==> src/rtl/core_pkg.sv <==
// Shared encodings for the verycore execute stage: funct3 op selects and FSM states.
package core_pkg;

  localparam int unsigned F3_W = 3;

  localparam logic [F3_W-1:0] F3_ADD  = 3'b000;
  localparam logic [F3_W-1:0] F3_SLL  = 3'b001;
  localparam logic [F3_W-1:0] F3_SLT  = 3'b010;
  localparam logic [F3_W-1:0] F3_SLTU = 3'b011;
  localparam logic [F3_W-1:0] F3_XOR  = 3'b100;
  localparam logic [F3_W-1:0] F3_SR   = 3'b101;
  localparam logic [F3_W-1:0] F3_OR   = 3'b110;
  localparam logic [F3_W-1:0] F3_AND  = 3'b111;

  localparam logic [F3_W-1:0] F3_BEQ  = 3'b000;
  localparam logic [F3_W-1:0] F3_BNE  = 3'b001;
  localparam logic [F3_W-1:0] F3_BLT  = 3'b100;
  localparam logic [F3_W-1:0] F3_BGE  = 3'b101;
  localparam logic [F3_W-1:0] F3_BLTU = 3'b110;
  localparam logic [F3_W-1:0] F3_BGEU = 3'b111;

  typedef enum logic [1:0] {
    IDLE  = 2'd0,
    SHIFT = 2'd1,
    DONE  = 2'd2
  } exu_state_t;

endpackage

==> src/rtl/iter_shifter.sv <==
// Iterative shifter: moves the working value by up to SHIFT_STEP bits per cycle
// until the remaining count is exhausted.
module iter_shifter #(
  parameter int unsigned XLEN       = 32,
  parameter int unsigned SHIFT_STEP = 1,
  parameter int unsigned CW         = $clog2(XLEN) + 1
) (
  input  logic            clk,
  input  logic            rst_n,
  input  logic            load,
  input  logic            left,
  input  logic            arith,
  input  logic [XLEN-1:0] load_value,
  input  logic [CW-1:0]   load_amount,
  output logic [XLEN-1:0] next_value_c,
  output logic            done_c
);

  logic [XLEN-1:0] value;
  logic [CW-1:0]   remaining;
  logic [CW-1:0]   step;
  logic            left_q;
  logic            arith_q;

  // Value after this cycle's step; done_c flags the step that empties the count.
  always_comb begin
    step         = (remaining >= CW'(SHIFT_STEP)) ? CW'(SHIFT_STEP) : remaining;
    next_value_c = value >> step;
    if (left_q) begin
      next_value_c = value << step;
    end else if (arith_q) begin
      next_value_c = $unsigned($signed(value) >>> step);
    end
    done_c = (remaining != '0) && (remaining <= CW'(SHIFT_STEP));
  end

  always_ff @(posedge clk or negedge rst_n) begin
    if (!rst_n) begin
      value     <= '0;
      remaining <= '0;
      left_q    <= 1'b0;
      arith_q   <= 1'b0;
    end else if (load) begin
      value     <= load_value;
      remaining <= load_amount;
      left_q    <= left;
      arith_q   <= arith;
    end else if (remaining != '0) begin
      value     <= next_value_c;
      remaining <= remaining - step;
    end
  end

endmodule

==> src/rtl/exec_alu.sv <==
// RV32I execute unit: single-cycle ALU/branch ops, multi-cycle shifts, valid/ready
// handshakes on both sides with one registered result per accepted op.
module exec_alu
  import core_pkg::*;
#(
  parameter int unsigned XLEN       = 32,
  parameter int unsigned SHIFT_STEP = 1
) (
  input  logic            clk,
  input  logic            rst_n,
  input  logic            in_valid,
  output logic            in_ready,
  input  logic            is_branch,
  input  logic            mod,
  input  logic [2:0]      funct3,
  input  logic [XLEN-1:0] a,
  input  logic [XLEN-1:0] b,
  output logic            out_valid,
  input  logic            out_ready,
  output logic [XLEN-1:0] result,
  output logic            taken
);

  localparam int unsigned SW = $clog2(XLEN);
  localparam int unsigned CW = SW + 1;

  exu_state_t      state;
  exu_state_t      state_nxt;
  logic [XLEN-1:0] result_nxt;
  logic            taken_nxt;
  logic [XLEN-1:0] alu_c;
  logic            taken_c;
  logic [XLEN-1:0] sum_c;
  logic            lt_s;
  logic            lt_u;
  logic            eq;
  logic            accept;
  logic            is_shift;
  logic [SW-1:0]   shamt;
  logic            sh_load;
  logic [XLEN-1:0] sh_next;
  logic            sh_done;

  assign in_ready  = (state == IDLE) || ((state == DONE) && out_ready);
  assign out_valid = (state == DONE);

  // Single-cycle results; a shift with zero amount passes a through unchanged.
  always_comb begin
    alu_c    = '0;
    taken_c  = 1'b0;
    sum_c    = mod ? (a - b) : (a + b);
    lt_s     = $signed(a) < $signed(b);
    lt_u     = a < b;
    eq       = (a == b);
    shamt    = b[SW-1:0];
    is_shift = !is_branch && ((funct3 == F3_SLL) || (funct3 == F3_SR));
    if (is_branch) begin
      case (funct3)
        F3_BEQ:  taken_c = eq;
        F3_BNE:  taken_c = !eq;
        F3_BLT:  taken_c = lt_s;
        F3_BGE:  taken_c = !lt_s;
        F3_BLTU: taken_c = lt_u;
        F3_BGEU: taken_c = !lt_u;
        default: taken_c = 1'b0;
      endcase
    end else begin
      case (funct3)
        F3_ADD:  alu_c = sum_c;
        F3_SLT:  alu_c = XLEN'(lt_s);
        F3_SLTU: alu_c = XLEN'(lt_u);
        F3_XOR:  alu_c = a ^ b;
        F3_OR:   alu_c = a | b;
        F3_AND:  alu_c = a & b;
        default: alu_c = a;
      endcase
    end
  end

  // Next state and result capture; an accept overrides the current state's default.
  always_comb begin
    state_nxt  = state;
    result_nxt = result;
    taken_nxt  = taken;
    sh_load    = 1'b0;
    accept     = in_valid && in_ready;
    case (state)
      IDLE: state_nxt = IDLE;
      SHIFT: begin
        if (sh_done) begin
          state_nxt  = DONE;
          result_nxt = sh_next;
          taken_nxt  = 1'b0;
        end
      end
      DONE: begin
        if (out_ready) begin
          state_nxt = IDLE;
        end
      end
      default: state_nxt = IDLE;
    endcase
    if (accept) begin
      if (is_shift && (shamt != '0)) begin
        state_nxt = SHIFT;
        sh_load   = 1'b1;
      end else begin
        state_nxt  = DONE;
        result_nxt = alu_c;
        taken_nxt  = taken_c;
      end
    end
  end

  always_ff @(posedge clk or negedge rst_n) begin
    if (!rst_n) begin
      state  <= IDLE;
      result <= '0;
      taken  <= 1'b0;
    end else begin
      state  <= state_nxt;
      result <= result_nxt;
      taken  <= taken_nxt;
    end
  end

  iter_shifter #(
    .XLEN       (XLEN),
    .SHIFT_STEP (SHIFT_STEP),
    .CW         (CW)
  ) u_shifter (
    .clk          (clk),
    .rst_n        (rst_n),
    .load         (sh_load),
    .left         (funct3 == F3_SLL),
    .arith        (mod && (funct3 == F3_SR)),
    .load_value   (a),
    .load_amount  (CW'(shamt)),
    .next_value_c (sh_next),
    .done_c       (sh_done)
  );

endmodule

==> config.mk <==
export PLATFORM = sky130hd
export DESIGN_NAME = exec_alu
export DESIGN_NICKNAME = d
export VERILOG_FILES = /design/src/rtl/core_pkg.sv /design/src/rtl/iter_shifter.sv /design/src/rtl/exec_alu.sv
export SDC_FILE = /design/constraint.sdc
export NUM_CORES = 1
export LEC_CHECK = 0
export CORE_UTILIZATION = 45
export CTS_BUF_LIST = sky130_fd_sc_hd__clkbuf_16
export CTS_CLUSTER_DIAMETER = 100
export DETAILED_ROUTE_END_ITERATION = 10
export GPL_ROUTABILITY_DRIVEN = 0
export PLACE_DENSITY = 0.66
export SYNTH_ARGS = -nofsm -noshare
export SYNTH_HDL_FRONTEND = slang
export SYNTH_SLANG_ARGS = --single-unit
==> constraint.sdc <==
create_clock -name clk -period 2.8 [get_ports clk]
set_input_delay 0.56 -clock clk [delete_from_list [all_inputs] [get_ports clk]]
set_output_delay 0.56 -clock clk [all_outputs]
set_load 0.01 [all_outputs]
## After elaboration in Yosys (flattened, before gate mapping)

Cells that the tools add are included.

| storage, ports and cells | value |
|---|---|
| output and inout port bits | 35 |
| input port bits | 73 |
| word-level logic and storage cells | 77 |
| register bits | 75 |

| cells by class | value |
|---|---|
| $add $sub $neg | 3 |
| shift operators | 3 |
| $lt $le $gt $ge | 4 |
| reduce and logical (&&, ||, !) cells | 18 |
| eq/ne operators | 12 |
| bitwise logic cells | 3 |
| mux-type cells | 27 |

Operators by type and width:

| kind | count |
|---|---|
| 2-to-1 mux 32 bit | 10 |
| case mux 32 bit (6 select lines) | 1 |
| less-than comparator 32 bit | 2 |
| adder 32 bit | 1 |
| bitwise AND 32 bit | 1 |
| == test 32 bit | 1 |
| bitwise OR 32 bit | 1 |
| left shift 32 x 6 -> 32 bit | 1 |
| right shift 32 x 6 -> 32 bit | 1 |
| >>> shifter 32 x 6 -> 32 bit | 1 |
| subtractor 32 bit | 1 |
| XOR 32 bit | 1 |
| 2-to-1 mux 6 bit | 3 |
| == test 3 bit (second input constant) | 4 |
| 2-to-1 mux 2 bit | 4 |
| 2-to-1 mux 1 bit | 7 |
| == test 3 x 2 -> 1 bit (second input constant) | 2 |
| greater-or-equal comparator 6 x 1 -> 1 bit (second input constant) | 1 |
| <= comparator 6 x 1 -> 1 bit (second input constant) | 1 |
| logical AND 1 bit | 6 |
| case mux 1 bit (6 select lines) | 1 |
| nonzero test 6 bit | 1 |
| subtractor 6 bit | 1 |
| nonzero test 5 bit | 1 |
| 12 further kinds | 16 |

## Depth between registers and ports, before layout

| logic depth | value |
|---|---|
| word-level depth | 9 |
| depth in mapped cells | 12 |
| mapped depth without buffers | 12 |

## Hierarchy

From an unflattened synthesis, not the netlist that was laid out.

| second synthesis, totals | value |
|---|---|
| cells, all modules | 1333 |
| area, all modules | 9724.3 um2 |

By module, submodules not included:

| module | seq. area each (um2) | area an instance (um2) | instances | cells an instance |
|---|---|---|---|---|
| exec_alu | 875.8 | 7183.1 | 1 | 1040 |
| iter_shifter | 1001.0 | 2541.2 | 1 | 293 |

## Least setup slack after synthesis

Ideal clock, no wire load.

| path | value |
|---|---|
| kind | input port to flip-flop |
| from | in a[0] |
| to | reg taken |
| stages | 12 |
| buffers on the path | 0 |
| slack | -0.378 ns |
| data required time | 2.681 ns |
| arrival time | 3.059 ns |
| setup time | 0.119 ns |
| cells stage by stage | inv_1 > ha_1 > fa_1 > o21bai_2 > a2111oi_4 > o41ai_4 > o22ai_2 > o41ai_4 > a21boi_1 > o211ai_1 > mux2_1 > o21a_1 |

| on the way | value |
|---|---|
| word-level cells in the longest chain between the ends | 6 |
| elaborated cells on any way between the ends | 10 |
| classes of those cells | order compare: 2; eq/ne: 1; mux: 4; reduce/logical: 3 |

RTL lines:

| element | RTL line | RTL |
|---|---|---|
| start: declaration | exec_alu.sv:16 | `input logic [XLEN-1:0] a,` |
| less-than comparator 32 bit (tied with other cells) | exec_alu.sv:53 | `lt_u = a < b;` |
| zero test 1 bit (on tied branches) | exec_alu.sv:64, exec_alu.sv:60, exec_alu.sv:62 |  |
| case mux 1 bit (6 select lines) (*) | exec_alu.sv:58 | `case (funct3)` |
| 2-to-1 mux 1 bit (*) | exec_alu.sv:57 | `if (is_branch) begin` |
| 2-to-1 mux 1 bit (*) | exec_alu.sv:104 | `if (is_shift && (shamt != '0)) begin` |
| 2-to-1 mux 1 bit (*) | exec_alu.sv:103 | `if (accept) begin` |
| named net taken_nxt | exec_alu.sv:30 | `logic taken_nxt;` |
| end signal: assignment | exec_alu.sv:123 | `taken <= taken_nxt;` |
| end: declaration | exec_alu.sv:21 | `output logic taken` |

The timed path passes the listed nets; every way through them passes the cells marked *.
A chain may end at the register's enable or synchronous reset.

## Worst setup path after layout

| path | value |
|---|---|
| from | in a[0] |
| to | reg result[0] |

| on the way | value |
|---|---|
| word-level cells in the longest chain between the ends | 6 |
| elaborated cells on any way between the ends | 12 |
| classes of those cells | add/sub: 2; order compare: 2; mux: 5; bitwise: 3 |

RTL lines:

| element | RTL line | RTL |
|---|---|---|
| adder 32 bit / subtractor 32 bit (equally long branches) | exec_alu.sv:51 | `sum_c = mod ? (a - b) : (a + b);` |
| 2-to-1 mux 32 bit | exec_alu.sv:51 |  |
| case mux 32 bit (6 select lines) (*) | exec_alu.sv:68 | `case (funct3)` |
| 2-to-1 mux 32 bit (*) | exec_alu.sv:57 |  |
| 2-to-1 mux 32 bit (*) | exec_alu.sv:104 |  |
| 2-to-1 mux 32 bit (*) | exec_alu.sv:103 |  |
| named net result_nxt[0] | exec_alu.sv:29 | `logic [XLEN-1:0] result_nxt;` |
| end signal: assignment | exec_alu.sv:122 | `result <= result_nxt;` |
| end: declaration | exec_alu.sv:20 | `output logic [XLEN-1:0] result,` |

Marked as above.

==> results.txt <==
Status = finished, violations left
Violated checks = setup timing
Predominant post-synthesis flop cell = dfrtp_1
Final Hold Viols = 0
Post-synth net total = 1,450
Number of instances in the synthesized netlist = 1,278
RSZ-0062 raised after global routing = yes
DRT antenna net count = 0
Total CTS buffers = 9
Number of buffers and inverters on the critical path = 3
Maximum net fanout on the critical path = 2
Fmax achieved = 323 MHz
MaxCap Viol Count = 0
Starting density of the core = 45.8%
Peak supply drop = 0.317 mV
Most common cell after layout, fill and taps aside = buf_4
Crit-path most repeated cell = o41ai_4
Fraction of final layout cells with drive strength greater than 1 = 34.6%
Layout Area Growth over Synthesis = 54.6%
Sequential cell area = 0.00188 sq mm
Clock sinks = 75
Detailed-route via count = 11,973
Total power density per cell area = 473 mW/mm^2
Accumulated negative setup slack = -1.26 ns
Highest-delay cell along the critical path = fa_2
Maximum number of pins on one net before global-route repair = 57
IO Pins = 108
Count of unresolved DRC violations after routing = 0
Number of flip-flops and latches in the synthesized netlist = 75
Count of unique library cells instantiated by Yosys = 77
Die W = 145 microns
Static Leak = 6.44 nW
Net count reported at finish = 1,841
Count of fill cells added during filler insertion = 1,608
Total number of yosys warnings = 0
Shortest clock period the worst path allows after layout = 3.10 ns
Largest clock skew in the final design = 0.0102 ns
Portion of the clock cycle consumed by the worst path in the final layout = 111%
Worst-skew pair later-pin latency = 0.34 ns
Total length of routed wires = 39.8 mm
Clock edge transition at the registers on the reported setup and hold paths = 0.06 ns
Overall track demand over capacity in global routing = 36.3%
Area enclosed by the die boundary = 0.0211 sq mm
Post-synthesis sequential area ratio = 20.3%
Synthesized cell area = 0.00924 sq mm
Synth Area per Inst = 7.23 sq um
Ranking of synthesized cells by area = dfrtp_1, ha_1, a21oi_1
Startpoint types = input pin
Capturing element type of the critical path = flip-flop
Post-synthesis cell type with the largest combined area = dfrtp_1
Wire length of the first global-routing pass = 60.0 mm
Multi-input gate area in the final layout = 0.00756 sq mm
Path class of the lowest-slack min-delay path = in -> async
Transition time of the tightest slew-check pin = 0.819 ns
GRT Residual Overflow = 0
Count of input and output buffers = 107
Category of cells accounting for the largest share of critical-path delay = compound AO/OA/AOI/OAI gates
Proportion of register bits with asynchronous set or reset after synthesis = 100%
Number of enable flip-flop cells after synthesis = 0
Area share of the largest cell type after synthesis = 20.3%
Setup slack of the most critical reg-to-reg path = 0.09 ns
Critical setup path kind = in -> reg
Hold buffers post-CTS = 0
Core ar. = 0.0202 sq mm
Number of DRC markers after the initial detailed-route iteration = 1,380
Detailed-router iteration count before antenna repair = 8
Total number of H-tree levels = 3
Number of max-slew violations in the final report = 0
Final setup vio count = 8
Data required, critical path = 3.02 ns
Clock Path Buffers = 2
Number of diodes = 0
Die boundary height = 145 microns
Setup WS post-layout = -0.295 ns
Ordered list of cells on the worst path = buf_12 -> inv_12 -> ha_4 -> fa_2 -> o21bai_4 -> a2111oi_4 -> o41ai_4 -> o22ai_2 -> o41ai_4 -> a21boi_2 -> o211ai_1 -> buf_4 -> o21ai_2 -> a221o_1
Antenna violations before repair = 1
Leading cell types in the layout, fill and taps excluded = buf_4, a21oi_1, nor2_1
Clock tree root buffer cell = clkbuf_16
Worst slew slack as a fraction of its limit = 45.2%
Area after detailed placement = 0.0128 sq mm
Via count of the first global-routing pass = 10,933
CP max stage delay = 0.39 ns
Standard-cell row count = 52
Via count normalized by instance count = 6.16
Post-route cell area = 0.0143 sq mm
Routed wire per std cell = 20.5 microns
Final core utilization = 70.8%
Post-DP HPWL = 29.5 mm
Worst path arrival time = 3.32 ns
TritonCTS clock tree = yes
-- cell usage after synthesis, types with 8 or more instances --
cell type,number
nand4_1,9
nor2b_1,10
a21o_1,10
xnor2_1,19
nand2_1,102
clkbuf_1,60
o211ai_1,25
nor2_1,132
ha_1,97
nor3_1,32
mux2i_1,50
or3_1,8
nand3_1,30
o21ai_0,131
a31oi_1,19
buf_2,14
o31ai_1,17
buf_1,8
dfrtp_1,75
a21oi_1,144
inv_1,103
a211oi_1,20
o21bai_1,16
o22ai_1,14
-- kinds of logic after synthesis --
logic type      Yosys count  share of synthesized area (%)
compound gates          473                           32.2
simple gates            366                           18.0
buf+inv                 190                           8.07
fa+ha+maj                99                           13.6
flops                    75                           20.3
mux                      51                           5.54
xor+xnor                 24                           2.28
-- area by class of cell --
cell class,instances,area share (%)
Inverter,105,2.87
Clock buffer,9,1.58
Clock inverter,7,0.587
Timing Repair Buffer,465,26.5
Tap cell,270,2.37
Sequential cell,75,13.2
Multi-Input combinational cell,1013,53.0
-- repair_timing --
| action | 4_1_cts | 5_1_grt |
|---|---|---|
| pin swaps | 57 | 57 |
| setup buffers | 17 | 16 |
| gates cloned | 0 | 0 |
| setup endpoints to repair | 29 | 26 |
| resized for setup | 208 | 135 |
-- final timing paths --
path                                               startpoint                             end  cells after the start
max                                                      a[0]             result[0]$_DFF_PN0_                     14
min                                                     rst_n  u_shifter.value[3]$_DFFE_PN0P_                      1
max reg2reg                u_shifter.remaining[1]$_DFFE_PN0P_            result[22]$_DFF_PN0_                      9
min reg2reg                     u_shifter.arith_q$_DFFE_PN0P_   u_shifter.arith_q$_DFFE_PN0P_                      2
max in group asynchronous                               rst_n            result[24]$_DFF_PN0_                      2
min in group clk                u_shifter.arith_q$_DFFE_PN0P_   u_shifter.arith_q$_DFFE_PN0P_                      2
-- report_power, final --
group          internal, W  switching (W)  total (W)
clock network     0.000769       0.000457    0.00123
registers          0.00148       0.000347    0.00183
logic              0.00174        0.00196    0.00370
-- stage by stage --
step	cells	worst slack (ns)	power (W)	hold slack [ns]
after floorplan	1278	-0.295	0.00356	0.264
after global placement	1899	-1.02	0.00504	0.518
after detailed placement	1899	-1.12	0.00510	0.529
after CTS	1932	-0.311	0.00652	0.226
after global routing	1944	-0.401	0.00712	0.259
final	1944	-0.295	0.00675	0.211
-- registers in the layout (all words and copies together) (netlist names) --
signal and count:
result 32, state 2, taken 1, u_shifter.arith_q 1
u_shifter.left_q 1, u_shifter.remaining 6, u_shifter.value 32
-- worst register-to-register path, stage by stage, from the launching register on --
cell     delay (ns)
dfrtp_1        0.41
or4_1          0.61
nor2_1         0.25
and3_1         0.28
buf_4          0.22
nand2_1        0.07
a21oi_1        0.40
or3_1          0.20
mux2i_1        0.08
nor2_1         0.12
-- per-layer routing --
metal / GRT usage [%] / wire [microns] / share of wire, % / vias up
li1: - / - / - / 5373
met1: 50.9 / 16000 / 40 / 5586
met2: 55.2 / 17100 / 43 / 846
met3: 6.07 / 4800 / 12 / 168
met4: 14.1 / 1930 / 4.8 / 0
met5: 0 / 0 / 0 / -
(Power assumes the default switching activity.)
